<file path="config.mk">
export PLATFORM = sky130hd
export DESIGN_NAME = reg_file_sb
export DESIGN_NICKNAME = d
export VERILOG_FILES = /design/src/rtl/reg_file_sb_pkg.sv /design/src/rtl/reg_file_sb_rport.sv /design/src/rtl/reg_file_sb.sv
export SDC_FILE = /design/constraint.sdc
export NUM_CORES = 2
export LEC_CHECK = 0
export ABC_AREA = 1
export CORE_ASPECT_RATIO = 1.75
export CORE_UTILIZATION = 40
export CTS_BUF_LIST = sky130_fd_sc_hd__clkbuf_4
export CTS_CLUSTER_DIAMETER = 120
export DETAILED_ROUTE_END_ITERATION = 12
export GPL_ROUTABILITY_DRIVEN = 1
export SLEW_MARGIN = 20
export SYNTH_ARGS = -nofsm -noshare
export SYNTH_HDL_FRONTEND = slang
export SYNTH_HIERARCHICAL = 1
export SYNTH_SLANG_ARGS = --single-unit
</file>
<file path="constraint.sdc">
create_clock -name CLK -period 3.7 [get_ports CLK]
set_input_delay 0.37 -clock CLK [delete_from_list [all_inputs] [get_ports CLK]]
set_output_delay 0.37 -clock CLK [all_outputs]
set_load 0.02 [all_outputs]
</file>
<file path="src/rtl/reg_file_sb_pkg.sv">
// reg_file_sb_pkg: shared defaults and types for the reg_file_sb register file.
// Optional forwarding is enabled by defining REGFILE_BYPASS_EN.
package reg_file_sb_pkg;

  localparam int DEF_WIDTH = 32;
  localparam int DEF_DEPTH = 32;
  localparam int DEF_AW    = 5;

  // Number of byte lanes in the default data word.
  localparam int NBYTES = DEF_WIDTH / 8;

  typedef logic [DEF_AW-1:0]    reg_addr_t;
  typedef logic [DEF_WIDTH-1:0] reg_data_t;

  // Address of the optional hardwired zero register.
  localparam int ZERO_ADDR = 0;

endpackage

</file>
<file path="src/rtl/reg_file_sb_rport.sv">
// reg_file_rport: one asynchronous read port of reg_file_sb.
// Decodes the address, masks out-of-range and hardwired-zero reads, and,
// when REGFILE_BYPASS_EN is defined, forwards a same-cycle write.
module reg_file_rport
  import reg_file_sb_pkg::*;
#(
  parameter int WIDTH    = DEF_WIDTH,
  parameter int DEPTH    = DEF_DEPTH,
  parameter int AW       = DEF_AW,
  parameter int ZERO_REG = 1
) (
  input  logic [AW-1:0]      ard,
  input  logic [WIDTH-1:0]   mem [DEPTH],
  input  logic [DEPTH-1:0]   pend,
`ifdef REGFILE_BYPASS_EN
  input  logic               we,
  input  logic [AW-1:0]      awr,
  input  logic [WIDTH-1:0]   wdata,
  input  logic [WIDTH/8-1:0] be,
  input  logic               set_pend,
  input  logic [AW-1:0]      apend,
`endif
  output logic [WIDTH-1:0]   dout,
  output logic               busy
);

  localparam int            LANES   = WIDTH / 8;
  localparam logic [AW:0]   DEPTH_W = (AW+1)'(DEPTH);

  logic             addr_ok_s;
  logic [WIDTH-1:0] stored_s;
  logic             stored_busy_s;

  // Qualify the read address: in range and not the hardwired zero register.
  always_comb begin
    if ((ZERO_REG != 0) && (ard == AW'(ZERO_ADDR))) begin
      addr_ok_s = 1'b0;
    end else begin
      addr_ok_s = ({1'b0, ard} < DEPTH_W);
    end
  end

  // One-hot AND-OR mux of the stored word and its pending bit.
  always_comb begin
    stored_s      = '0;
    stored_busy_s = 1'b0;
    for (int i = 0; i < DEPTH; i++) begin
      stored_s      = stored_s | ({WIDTH{addr_ok_s && (ard == AW'(i))}} & mem[i]);
      stored_busy_s = stored_busy_s | (addr_ok_s && (ard == AW'(i)) && pend[i]);
    end
  end

`ifdef REGFILE_BYPASS_EN
  logic [WIDTH-1:0] lane_mask_s;
  logic             fwd_s;

  // Forward a write targeting this address, merged lane by lane.
  always_comb begin
    lane_mask_s = '0;
    for (int b = 0; b < LANES; b++) begin
      lane_mask_s[8*b +: 8] = {8{be[b]}};
    end
    fwd_s = we && addr_ok_s && (awr == ard);
    if (fwd_s) begin
      dout = (wdata & lane_mask_s) | (stored_s & ~lane_mask_s);
      busy = set_pend && (apend == ard);
    end else begin
      dout = stored_s;
      busy = stored_busy_s;
    end
  end
`else
  // Without forwarding the port shows pre-edge state only.
  always_comb begin
    dout = stored_s;
    busy = stored_busy_s;
  end
`endif

endmodule

</file>
<file path="src/rtl/reg_file_sb.sv">
// reg_file_sb: DEPTH x WIDTH register file with two async read ports, one
// byte-enabled write port and a per-register pending scoreboard.
// Define REGFILE_BYPASS_EN to forward same-cycle writes to the read ports.
module reg_file_sb
  import reg_file_sb_pkg::*;
#(
  parameter int WIDTH    = DEF_WIDTH,
  parameter int DEPTH    = DEF_DEPTH,
  parameter int AW       = DEF_AW,
  parameter int ZERO_REG = 1
) (
  input  logic               CLK,
  input  logic               RST,
  input  logic [AW-1:0]      Ard1,
  input  logic [AW-1:0]      Ard2,
  output logic [WIDTH-1:0]   Dout1,
  output logic [WIDTH-1:0]   Dout2,
  output logic               Busy1,
  output logic               Busy2,
  input  logic               WE,
  input  logic [AW-1:0]      Awr,
  input  logic [WIDTH-1:0]   Data,
  input  logic [WIDTH/8-1:0] BE,
  input  logic               SetPend,
  input  logic [AW-1:0]      Apend,
  output logic               AnyBusy
);

  localparam int          LANES   = WIDTH / 8;
  localparam logic [AW:0] DEPTH_W = (AW+1)'(DEPTH);

  logic [WIDTH-1:0] mem_r [DEPTH];
  logic [DEPTH-1:0] pend_r;
  logic [DEPTH-1:0] pend_next_s;
  logic [DEPTH-1:0] wr_hit_s;
  logic [DEPTH-1:0] set_hit_s;
  logic             wr_ok_s;
  logic             set_ok_s;

  // Writes and issues to out-of-range or hardwired-zero registers are dropped.
  always_comb begin
    if ((ZERO_REG != 0) && (Awr == AW'(ZERO_ADDR))) begin
      wr_ok_s = 1'b0;
    end else begin
      wr_ok_s = WE && ({1'b0, Awr} < DEPTH_W);
    end
    if ((ZERO_REG != 0) && (Apend == AW'(ZERO_ADDR))) begin
      set_ok_s = 1'b0;
    end else begin
      set_ok_s = SetPend && ({1'b0, Apend} < DEPTH_W);
    end
  end

  // Per-register write/issue decode and next pending state (issue beats writeback).
  always_comb begin
    wr_hit_s    = '0;
    set_hit_s   = '0;
    pend_next_s = pend_r;
    for (int i = 0; i < DEPTH; i++) begin
      wr_hit_s[i]  = wr_ok_s  && (Awr   == AW'(i));
      set_hit_s[i] = set_ok_s && (Apend == AW'(i));
      if (set_hit_s[i]) begin
        pend_next_s[i] = 1'b1;
      end else if (wr_hit_s[i]) begin
        pend_next_s[i] = 1'b0;
      end else begin
        pend_next_s[i] = pend_r[i];
      end
    end
  end

  // Storage and scoreboard update; reset discards any same-cycle write or issue.
  always_ff @(posedge CLK) begin
    if (RST) begin
      for (int i = 0; i < DEPTH; i++) begin
        mem_r[i] <= '0;
      end
      pend_r <= '0;
    end else begin
      for (int i = 0; i < DEPTH; i++) begin
        for (int b = 0; b < LANES; b++) begin
          if (wr_hit_s[i] && BE[b]) begin
            mem_r[i][8*b +: 8] <= Data[8*b +: 8];
          end
        end
      end
      pend_r <= pend_next_s;
    end
  end

  assign AnyBusy = |pend_r;

  reg_file_rport #(
    .WIDTH(WIDTH), .DEPTH(DEPTH), .AW(AW), .ZERO_REG(ZERO_REG)
  ) u_rport1 (
    .ard      (Ard1),
    .mem      (mem_r),
    .pend     (pend_r),
`ifdef REGFILE_BYPASS_EN
    .we       (WE),
    .awr      (Awr),
    .wdata    (Data),
    .be       (BE),
    .set_pend (SetPend),
    .apend    (Apend),
`endif
    .dout     (Dout1),
    .busy     (Busy1)
  );

  reg_file_rport #(
    .WIDTH(WIDTH), .DEPTH(DEPTH), .AW(AW), .ZERO_REG(ZERO_REG)
  ) u_rport2 (
    .ard      (Ard2),
    .mem      (mem_r),
    .pend     (pend_r),
`ifdef REGFILE_BYPASS_EN
    .we       (WE),
    .awr      (Awr),
    .wdata    (Data),
    .be       (BE),
    .set_pend (SetPend),
    .apend    (Apend),
`endif
    .dout     (Dout2),
    .busy     (Busy2)
  );

endmodule
</file>
==> metrics.md <==
| Metric | Value |
|---|---|
| Die outline width | 292.5 um |
| H-tree Lvls | 5 |
| Routability Congestion | 1.031 |
| Synthesized Nets | 10432 |
| Final min period | 3.734 ns |
| Worst setup path class | in2out |
| Clock Path Buffers | 4 |
| Crit path capture type | primary output |
| Synth Instances | 10372 |
| Post-layout net count | approximately 11000 |
| Worst hold path class | in2reg |
| Vias per inst | 5.727 |
| Share of cells above drive strength 1 | 0.1136 |
| Die ar. | 149300 um^2 |
| Yosys warnings | 6 |
| Starting density of the core | 0.4029 |
| Synth Area per Inst | 5.695 um^2 |
| Violated checks | negative setup slack |
| Initial DRC count | around 9600 |
| Final Power | 24.49 mW |
| DRC | 0 |
| Synthesized cell area | approximately 59000 um^2 |
| Slew Limit Headroom | 0.1556 |
| Crit path max fanout | 8 |
| Total GRT Usage | 0.4693 |
| Initial antenna violation count | 22 |
| Final-report setup violation count | 4 |
| Clock Skew | 0 ns |
| Area grow syn2layout | 20.54% |
| DP Worst Slack | -0.3361 ns |
| Clk_lat worst skew | roughly 1.2 ns |
| First-pass GRT wire length | 496.4 mm |
| Pwr Density | 344.0 nW/um^2 |
| Total gr overflow | 0 |
| Sw Ratio | 0.3062 |
| Clk sinks | 1024 |
| Final WS setup | -0.03405 ns |
| Largest net degree at the start of global routing | 167 |
| CTS tree | done |
| Max VDD drop | 274.1 uV |
| Routed WL | 360.7 mm |
| Clock transition at path regs | 0.07 ns |
| IO buf count | 126 |
| ANT nets after route | 0 |
| Clk network pwr share | 0.436 |
| IO Pins | 127 |
| Filler Cell Count | 15599 |
| Flop pwr share | 0.456 |
| Area of the multi-input gates | 33370 um^2 |
| Site Rows | roughly 190 |
| Max Fclk | 267.8 MHz |
| Worst setup SP type | primary input |
| Clk root buf | clkbuf_4 |
| Total negative slack | -0.09409 ns |
| Status | finished, violations left |
| Slew Viols, Final | 0 |
| Tcrit/Tclk final | 1.009 |
| WL/cell | 27.89 um |
| Static Leak | 33.78 nW |
| Least-Margin Pin Slew | 1.267 ns |
| Dpl hpwl | 253.7 mm |
| Drt first pass iters | 7 |
| Psw | about 7.5 mW |
| Final non-filler cell total | 12935 |
| Placeable Area | roughly 150000 um^2 |
| Fin Hold WS | 0.07396 ns |
| Hold Vio Cnt, Final | 0 |
| Max-cap violations | 0 |
| Vias in the first global route | 67931 |
| Via count | 74077 |
| FF/Latch Area | 20500 um^2 |
| Power Internal | 16.99 mW |
| Combinational power share | 0.108 |
| RSZ-0062 raised after global routing | yes |
| Placed cells | 12406 |
| Worst EP arrival | ~3.4 ns |
| CTS Buf Count | 281 |
| Worst EP required | 3.33 ns |
| Chip height | roughly 510 um |
## metrics by stage
step / area (um^2) / util
finish: 71200 / 0.4856
floorplan: 59070 / -
global route: 71160 / 0.4853
global placement: 67250 / 0.4587
detailed placement: 67250 / 0.4587
CTS: 71020 / 0.4844
## worst paths after layout
kind | start | endpoint | slack (ns) | cells after the start
worst max-delay path | Ard1[3] | Dout1[21] | -0.03 | 12
worst min-delay path | Data[8] | mem_r[776] | 0.07 | 4
worst min register to register | pend_r[0] | pend_r[0] | 0.44 | 2
worst max register to register | pend_r[25] | pend_r[25] | 2.44 | 4
## critical path, cell delays in order
cell and delay (ns):
clkdlybuf4s50_1 0.59, buf_4 0.21, nor2_4 0.05, buf_12 0.14
nand3_1 0.18, buf_4 0.23, nor2_1 0.06, nor3_1 0.34
nand2_1 0.18, nor2_2 0.24, nand2_1 0.18, clkdlybuf4s50_1 0.59
## area by class of cell
cell class              instances  share of cell area
diodes                         24           0.0008435
clock buffers                 417             0.04397
clock inverters                50            0.003743
inverters                     766             0.04087
multi-input cells            7946              0.4687
flip-flops and latches       1024              0.2879
well taps                    1880             0.03304
repair buffers                828              0.1209
## flip-flops by register name (all words and copies together), names as in the netlist
signal,cells
mem_r,992
pend_r,32
## placed cells by master, fill, tap and decap left out, types with 39 or more instances in the layout
| cell | instances |
|---|---|
| nand2_1 | 3560 |
| nor2_1 | 2455 |
| dfxtp_1 | 1024 |
| nand3_1 | 968 |
| inv_1 | 749 |
| buf_4 | 525 |
| nand4_1 | 446 |
| clkbuf_4 | 417 |
| o21ai_0 | 172 |
| a21oi_1 | 161 |
| buf_12 | 161 |
| clkdlybuf4s50_1 | 93 |
| nor2_4 | 48 |
| nor2_2 | 47 |
| nand3b_1 | 44 |
| clkinv_1 | 39 |
## power groups by stage
stage	Sequential, mW	Clock (mW)	Combinational (mW)
floorplan	11.4	0	1.09
global placement	11.4	0	2.46
detailed placement	11.4	0	2.47
CTS	11.2	10.8	2.50
global route	11.2	11.3	2.65
finish	11.2	10.7	2.63
## per-layer routing
metal  vias to the layer above  global-route usage  wire (um)
li1                      33401                   -          -
met5                         -                   0        138
met2                      5176              0.7247     155200
met3                      1772              0.1188      38680
met4                        20              0.4604      41720
met1                     33708              0.5207     124900
## timing repair
| item | in CTS | in global routing |
|---|---|---|
| setup buffers | 6 | 5 |
| hold buffers | 27 | 0 |
| endpoints found under the setup margin | 34 | 35 |
| pin swaps | 1 | 2 |
| gates resized for setup | 19 | 22 |
| hold endpoints to repair | 401 | 0 |
| gates cloned | 0 | 0 |
No activity file was read; power rests on OpenSTA's default activity.
